File: config.mk
export PLATFORM = sky130hd
export DESIGN_NAME = address_order
export DESIGN_NICKNAME = d
export VERILOG_FILES = /design/src/rtl/fft_pkg.sv /design/src/rtl/address_order.sv
export SDC_FILE = /design/constraint.sdc
export NUM_CORES = 1
export LEC_CHECK = 0
export ABC_AREA = 1
export ABC_CLOCK_PERIOD_IN_PS = 1700
export BUFFER_PORTS_ARGS = -buffer_cell sky130_fd_sc_hd__buf_2
export CAP_MARGIN = 20
export CORE_MARGIN = 3
export CORE_UTILIZATION = 45
export CTS_BUF_LIST = sky130_fd_sc_hd__clkbuf_4 sky130_fd_sc_hd__clkbuf_8 sky130_fd_sc_hd__clkbuf_16
export CTS_CLUSTER_SIZE = 12
export DETAILED_ROUTE_END_ITERATION = 6
export GPL_TIMING_DRIVEN = 1
export PLACE_DENSITY = 0.78
export SYNTH_ARGS = -nofsm -noshare
export SYNTH_HDL_FRONTEND = slang
export SYNTH_SLANG_ARGS = --single-unit
File: constraint.sdc
create_clock -name clk -period 1.7 [get_ports clk]
set_input_delay 0.085 -clock clk [delete_from_list [all_inputs] [get_ports clk]]
set_output_delay 0.085 -clock clk [all_outputs]
set_load 0.1 [all_outputs]
File: src/rtl/fft_pkg.sv
// Shared FFT constants, address-generator state encoding and the bit-reversal
// helper used by both the input address generator and the output reorder.
package fft_pkg;

    localparam int ADDR_W  = 10;
    localparam int DATA_W  = 10;
    localparam int CNT_W   = 3;
    localparam int MAX_CNT = 4;

    typedef enum logic {
        IDLE   = 1'b0,
        B_ADDR = 1'b1
    } addr_state_t;

    // Output bit i takes input bit (ADDR_W-1-i).
    function automatic logic [ADDR_W-1:0] bitrev(input logic [ADDR_W-1:0] x);
        logic [ADDR_W-1:0] r;
        r = '0;
        for (int i = 0; i < ADDR_W; i++) begin
            r[i] = x[ADDR_W-1-i];
        end
        return r;
    endfunction

endpackage

File: src/rtl/address_order.sv
// Bit-reversed (decimation-in-time) RAM address generator for FFT input pairs:
// each new loader count emits the a-sample address, then the b-sample address.
module address_order
    import fft_pkg::*;
(
    input  logic              clk,
    input  logic              nrst,
    input  logic [DATA_W-1:0] a_real,
    input  logic [DATA_W-1:0] a_imag,
    input  logic [DATA_W-1:0] b_real,
    input  logic [DATA_W-1:0] b_imag,
    input  logic [CNT_W-1:0]  samples_loaded_count,
    output logic [ADDR_W-1:0] output_address
);

    localparam logic [CNT_W-1:0]  MAX_CNT_V = CNT_W'(MAX_CNT);
    localparam logic [ADDR_W-2:0] PAIR_ONE  = (ADDR_W-1)'(1);

    // Sample data rides alongside the addresses but does not steer them.
    logic unused_data;
    assign unused_data = ^{a_real, a_imag, b_real, b_imag};

    addr_state_t       state_q, state_d;
    logic [CNT_W-1:0]  prev_cnt_q, prev_cnt_d;
    logic [ADDR_W-2:0] pair_idx_q, pair_idx_d;
    logic [ADDR_W-1:0] addr_q, addr_d;

    logic cnt_legal;
    logic load_event;
    logic frame_restart;

    always_comb begin
        cnt_legal     = (samples_loaded_count <= MAX_CNT_V);
        load_event    = (samples_loaded_count != prev_cnt_q) &&
                        (samples_loaded_count != '0) && cnt_legal;
        frame_restart = (samples_loaded_count == '0) && (prev_cnt_q != '0);
    end

    always_comb begin
        state_d    = state_q;
        prev_cnt_d = prev_cnt_q;
        pair_idx_d = pair_idx_q;
        addr_d     = addr_q;
        case (state_q)
            IDLE: begin
                if (load_event) begin
                    addr_d     = bitrev({pair_idx_q, 1'b0});
                    prev_cnt_d = samples_loaded_count;
                    state_d    = B_ADDR;
                end else if (frame_restart) begin
                    prev_cnt_d = '0;
                    pair_idx_d = '0;
                end
            end
            B_ADDR: begin
                // prev_cnt is left alone here so a count change during this
                // cycle is still seen as an event on the following IDLE cycle.
                addr_d     = bitrev({pair_idx_q, 1'b1});
                pair_idx_d = pair_idx_q + PAIR_ONE;
                state_d    = IDLE;
            end
            default: state_d = IDLE;
        endcase
    end

    always_ff @(posedge clk) begin
        if (nrst) begin
            state_q    <= IDLE;
            prev_cnt_q <= '0;
            pair_idx_q <= '0;
            addr_q     <= '0;
        end else begin
            state_q    <= state_d;
            prev_cnt_q <= prev_cnt_d;
            pair_idx_q <= pair_idx_d;
            addr_q     <= addr_d;
        end
    end

    assign output_address = addr_q;

endmodule

==> results.sh, run 1 <==
export IMPL_status="complete, no violations"
export IMPL_grt_overflow_total=0
export IMPL_netlist_instances=167
export IMPL_synth_top_area_share_pct=39.9
export IMPL_min_period_ps=1390
export IMPL_io_pins=55
export IMPL_path_class="register to register"
export IMPL_htreeDepth=1
export IMPL_hold_ws_ps=23.6
export IMPL_cellPowerDensity_mw_per_mm2=991
export IMPL_ys_ff_latch=23
export IMPL_worstRegToRegCells=8
export IMPL_route_detailed_drc=0
export IMPL_synth_edff_count=0
export IMPL_ys_warn_count=0
export IMPL_cts_setup_buffers=0
export IMPL_p_sw_w=0.000479
export IMPL_cts_hold_buf=0
export IMPL_r2r_end="pair_idx_q[6]$_SDFFE_PP0P_"
export IMPL_cts_root_buf="clkbuf_4"
export IMPL_combPwrFrac_pct=30.6
export IMPL_wl_microns=2320
export IMPL_path_max_fanout=5
export IMPL_synth_ff_type="dfxtp_1"
export IMPL_synth_nets=213
export IMPL_initial_core_util_pct=49.8
export IMPL_grt_pass1_vias=1032
export IMPL_hold_path_class="input port to register"
export IMPL_avgSynthCellArea_sq_um=6.92
export IMPL_final_antenna_net_count=0
export IMPL_yosysSeqAreaShare_pct=39.9
export IMPL_syn_area_sq_mm=0.00115
export IMPL_portBuffers=14
export IMPL_dp_final_hpwl_microns=1670
export IMPL_endpoint="pair_idx_q[6]$_SDFFE_PP0P_"
export IMPL_synth_most_common_cell="nand2_1"
export IMPL_n_antenna_cell=0
export IMPL_clock_skew_ps=10.1
export IMPL_cts_buffer_depth=2
export IMPL_grt_setup_unrepaired="no"
export IMPL_crit_arrival_ps=1610
export IMPL_num_rows=17
export IMPL_grt_max_degree=19
export IMPL_die_area_sq_mm=0.00321
export IMPL_track_usage_pct=15.7
export IMPL_clockPowerShare_pct=21.8
export IMPL_setup_viol=0
export IMPL_seqPwrFrac_pct=47.6
export IMPL_syn_to_final_growth_pct=8.56
export IMPL_cts_resized=0
export IMPL_ir_worst_vdd_uv=510
export IMPL_grt_antenna_before_repair=0
export IMPL_drv_slew=0
export IMPL_p_int_w=0.000763
export IMPL_tritoncts="done"
export IMPL_reg2reg_from="pair_idx_q[0]$_SDFFE_PP0P_"
export IMPL_hold_violations=0
export IMPL_rrSetupSlack_ps=310
export IMPL_die_h_microns=56.7
export IMPL_wl_per_cell_microns=11.1
export IMPL_drv_cap=0
export IMPL_yosys_top_cells_area="dfxtp_1 (40%), nand2_1 (12%), nand3_1 (10%)"
export IMPL_synthTopCellsByCount="nand2_1 (37), nand3_1 (24), dfxtp_1 (23), inv_1 (20)"
export IMPL_cts_buffers=3
export IMPL_dr_pass1_iters=4
export IMPL_yosysUniqueCellTypes=24
export IMPL_fmax_ghz=0.719
export IMPL_core_sq_mm=0.00232
export IMPL_crit_start="pair_idx_q[0]$_SDFFE_PP0P_"
export IMPL_die_x_microns=56.7
export IMPL_fillCellCount=224
export IMPL_power_leakage_nw=0.561
export IMPL_dr_total_vias=1096
export IMPL_setup_tns_ps=0
export IMPL_ys_async_sr_fraction_pct=0
export IMPL_relSlewSlack_pct=67.9
export IMPL_period_share_pct=81.9
export IMPL_swShare_pct=38.6
export IMPL_drt_first_iter_violations=23
export IMPL_finalCoreUtilization_pct=54.1
export IMPL_critical_path_required_ps=1920
export IMPL_cts_sinks=23
export IMPL_clkSlewWorstSetupHoldPaths_ps=130
export IMPL_end_kind="register"
export IMPL_place_congestion=0.841
export IMPL_p_total_w=0.00124
export IMPL_layout_drive_gt1_share_pct=15.0
export IMPL_yosysTopAreaCell="dfxtp_1"
export IMPL_start_kind="register"
export IMPL_clock_latency_ps=310
export IMPL_via_per_inst=5.27
export IMPL_tightest_slew_ps=485
export IMPL_nets=227
export IMPL_grt_pass1_wl_microns=4170
## cells in the final DEF, fill, tap and decap left out
master,n
o211ai_1,1
a21o_1,1
o21a_1,1
nor3_2,1
nor2_1,18
clkbuf_4,4
nor3_1,1
nor2_4,1
inv_1,20
clkinv_1,1
dfxtp_1,23
a21oi_1,18
nand2_1,37
o21ai_0,6
nand3_2,3
nand3_1,24
nor2_2,1
nand2_4,1
ha_1,1
buf_2,14
buf_4,2
xnor2_1,1
## layout make-up
class	count	area [sq um]	area share, %
Multi-Input combinational cell	116	564	45.0
Sequential cell	23	460	36.7
Inverter	21	78.8	6.29
Clock buffer	4	30.0	2.40
Timing Repair Buffer	16	85.1	6.79
Tap cell	28	35.0	2.79
## worst min-delay path by stage
stage	start	end	slack (ps)	cells past startpoint
after floorplan	samples_loaded_count[0]	prev_cnt_q[0]$_SDFFE_PP0P_	190	2
after global placement	samples_loaded_count[0]	prev_cnt_q[0]$_SDFFE_PP0P_	340	3
after detailed placement	samples_loaded_count[0]	prev_cnt_q[0]$_SDFFE_PP0P_	350	3
after CTS	samples_loaded_count[0]	prev_cnt_q[0]$_SDFFE_PP0P_	20	3
after global routing	samples_loaded_count[0]	prev_cnt_q[0]$_SDFFE_PP0P_	40	3
final	samples_loaded_count[0]	prev_cnt_q[0]$_SDFFE_PP0P_	20	3
## per-layer routing
layer | routed length, microns | vias to the layer above | share of wire, % | global-route usage (%)
met5 | 0 | - | 0 | 0
met4 | 31 | 0 | 1.3 | 4.07
met3 | 85 | 5 | 3.7 | 2.76
met2 | 1130 | 23 | 49 | 27.2
met1 | 1070 | 506 | 46 | 19.7
li1 | - | 562 | - | -
## power groups by stage
stage                     Sequential (W)  Combinational (W)  Clock, W
final                           0.000592           0.000380  0.000271
after floorplan                 0.000768           0.000162         0
after detailed placement        0.000605           0.000379         0
after global placement          0.000603           0.000370         0
after CTS                       0.000593           0.000380  0.000277
after global routing            0.000597           0.000411  0.000296
## metrics by stage
step           setup slack [ps]  std cells  area (sq um)
2_1_floorplan               384        167          1150
3_3_place_gp                339        204          1220
3_5_place_dp                326        204          1220
4_1_cts                     309        208          1250
5_1_grt                     114        208          1250
6_report                    308        208          1250
## critical path, cell delays in order (launching register included)
cell	delay [ps]
dfxtp_1	410
ha_1	190
nand2_1	70
nor2_1	240
nand2_1	90
nor2_1	120
nand3_1	80
nand2_1	60
a21oi_1	50
## sequential cells by signal, summed over array words and instances (netlist names)
name and cells:
output_address 10, pair_idx_q 9, prev_cnt_q 3, state_q 1
## kinds of logic (layout without fill, tap and decap cells)
family                   count (synthesis)  count (layout)  share of synthesized area (%)
flip-flops                              23              23                           39.9
buffers and inverters                   28              41                           11.3
AND/OR/NAND/NOR                         87              87                           34.7
XOR/XNOR                                 1               1                          0.759
AO/OA/AOI/OAI                           27              27                           12.4
adder cells (fa/ha/maj)                  1               1                           1.08
No activity file was read; power rests on OpenSTA's default activity.
==> run 2: changes to the inputs <==
ABC_CLOCK_PERIOD_IN_PS = 1400   (was 1700)
clock period = 1.4 ns   (was 1.7 ns; I/O delays follow)
==> run 2 against run 1 <==
  * Non-clock buffer count is 4 higher
  * First-iteration DRC count is 4.3% higher
  * Sequential cell count unchanged
  * Worst setup slack got worse by 190 ps
  * Routed wire length rose by 3.7%
  * Clock power grew 17%
  * Cell count is 1.9% higher
  * Die area unchanged
  * Register-to-register slack worse by 160 ps
  * Sequential share of layout area fell by 0.80 points
  * Total power increased by 21%
  * Worst hold slack got worse by 18 ps
  * Critical path type is now input port to register
  * Critical endpoint is now prev_cnt_q[2]$_SDFFE_PP0P_
  * Highest routed layer unchanged
==> results.sh, run 2 (synthesis results as in run 1) <==
export IMPL_grt_setup_unrepaired="no"
export IMPL_n_antenna_cell=0
export IMPL_fin_cells=212
export IMPL_final_cell_mix="nand2_1 (37), nand3_1 (24), dfxtp_1 (22)"
export IMPL_endpoint="prev_cnt_q[2]$_SDFFE_PP0P_"
export IMPL_nets=231
export IMPL_max_stage_delay_ps=530
export IMPL_crit_top_cell="nand2_1"
export IMPL_cp_num_buf_inv=2
export IMPL_setup_tns_ps=0
export IMPL_wl_per_cell_microns=11.3
export IMPL_critical_path_required_ps=1670
export IMPL_path_class="input port to register"
export IMPL_htreeDepth=1
export IMPL_drv_slew=0
export IMPL_setup_viol=0
export IMPL_num_rows=17
export IMPL_dr_total_vias=1081
export IMPL_cp_depth=8
export IMPL_start_kind="input port"
export IMPL_grt_pass1_vias=983
export IMPL_cpMaxStageDelayCell="dlygate4sd3_1"
export IMPL_cts_buffers=3
export IMPL_die_x_microns=56.7
export IMPL_grt_overflow_total=0
export IMPL_grt_antenna_before_repair=0
export IMPL_final_common_cell="nand2_1"
export IMPL_cts_buffer_depth=2
export IMPL_fillCellCount=228
export IMPL_syn_to_final_growth_pct=11.3
export IMPL_period_share_pct=91.7
export IMPL_status="complete, no violations"
export IMPL_ir_worst_vdd_uv=781
export IMPL_path_delay_family="buffers and inverters"
export IMPL_numPlacedInstances=207
export IMPL_portBuffers=14
export IMPL_clock_latency_ps=320
export IMPL_dr_pass1_iters=4
export IMPL_relSlewSlack_pct=65.9
export IMPL_hold_path_class="input port to register"
export IMPL_die_h_microns=56.7
export IMPL_path_max_fanout=5
export IMPL_io_pins=55
export IMPL_wl_microns=2400
export IMPL_cts_sinks=23
export IMPL_crit_chain="dlygate4sd3_1 > buf_2 > o21a_1 > nor2_2 > nand3_2 > nor2_4 > nand2_1 > nand2_1"
export IMPL_track_usage_pct=15.5
export IMPL_grt_max_degree=19
export IMPL_clock_skew_ps=5.63
export IMPL_fmax_ghz=0.779
export IMPL_tritoncts="done"
export IMPL_grt_pass1_wl_microns=4040
export IMPL_drv_cap=0
export IMPL_route_detailed_drc=0
export IMPL_rrSetupSlack_ps=150
export IMPL_end_kind="register"
export IMPL_core_sq_mm=0.00232
export IMPL_initial_core_util_pct=49.8
export IMPL_layout_drive_gt1_share_pct=16.8
export IMPL_r2r_end="pair_idx_q[4]$_SDFFE_PP0P_"
export IMPL_via_per_inst=5.10
export IMPL_tightest_slew_ps=511
export IMPL_cellPowerDensity_mw_per_mm2=1170
export IMPL_min_from="samples_loaded_count[0]"
export IMPL_worstRegToRegCells=7
export IMPL_clkSlewWorstSetupHoldPaths_ps=130
export IMPL_die_area_sq_mm=0.00321
export IMPL_dp_final_hpwl_microns=1780
export IMPL_power_leakage_nw=0.580
export IMPL_crit_arrival_ps=1550
export IMPL_drt_first_iter_violations=24
export IMPL_min_period_ps=1280
export IMPL_place_congestion=0.887
export IMPL_reg2reg_from="pair_idx_q[1]$_SDFFE_PP0P_"
export IMPL_largest_reg_flops=10
export IMPL_final_antenna_net_count=0
export IMPL_crit_start="samples_loaded_count[1]"
export IMPL_hold_violations=0
export IMPL_cts_root_buf="clkbuf_4"
## run 2: how the worst min path moves through the flow
stage,to,slack (ps),cells after the start
after floorplan,prev_cnt_q[0]$_SDFFE_PP0P_,170,2
after global placement,prev_cnt_q[1]$_SDFFE_PP0P_,330,3
after detailed placement,prev_cnt_q[1]$_SDFFE_PP0P_,340,3
after CTS,prev_cnt_q[0]$_SDFFE_PP0P_,2,3
after global routing,prev_cnt_q[0]$_SDFFE_PP0P_,10,3
final,prev_cnt_q[0]$_SDFFE_PP0P_,6,3
## run 2: timing repair
item / 4_1_cts / 5_1_grt
hold endpoints to repair: 1 / 0
setup endpoints to repair: 0 / 3
hold buffers: 1 / 0
resized for setup: 0 / 1
buffers inserted: 0 / 0
## run 2: per-stage QoR
step	hold WS [ps]	setup slack (ps)	power, W	utilization, %	area [sq um]
6_report	5.54	116	0.00151	55.4	1280
5_1_grt	11.3	0.714	0.00158	55.4	1280
4_1_cts	1.61	104	0.00152	55.4	1280
3_5_place_dp	338	139	0.00120	53.8	1250
3_3_place_gp	329	187	0.00119	53.8	1250
2_1_floorplan	173	84.5	0.00113	-	1150
## run 2: cell type report
cell class	instances	area [sq um]	area share, %
sequential	23	462	35.9
tap	28	35.0	2.73
multi-input combinational	116	564	43.9
timing repair buffer	20	118	9.15
clock inverter	1	5.00	0.389
clock buffer	3	22.5	1.75
inverter	21	78.8	6.13
## run 2: power breakdown
| part | switching [W] | internal [W] |
|---|---|---|
| clock network | 0.000209 | 0.000107 |
| registers | 0.0000208 | 0.000697 |
| logic | 0.000364 | 0.000108 |
| total | 0.000593 | 0.000912 |
## run 2: metal layers
metal / global-route usage, % / share of wire (%) / routed length [microns] / up-vias
met4: 2.37 / 0.37 / 9 / 0
met1: 18.7 / 45 / 1070 / 479
met2: 26.7 / 50 / 1190 / 29
met3: 5.52 / 5.4 / 130 / 2
met5: 0 / 0 / 0 / -
li1: - / - / - / 571
## run 2: worst min-delay path, stage by stage
cell     delay (ps)
buf_2           120
nand2_1          60
nand2_1          50
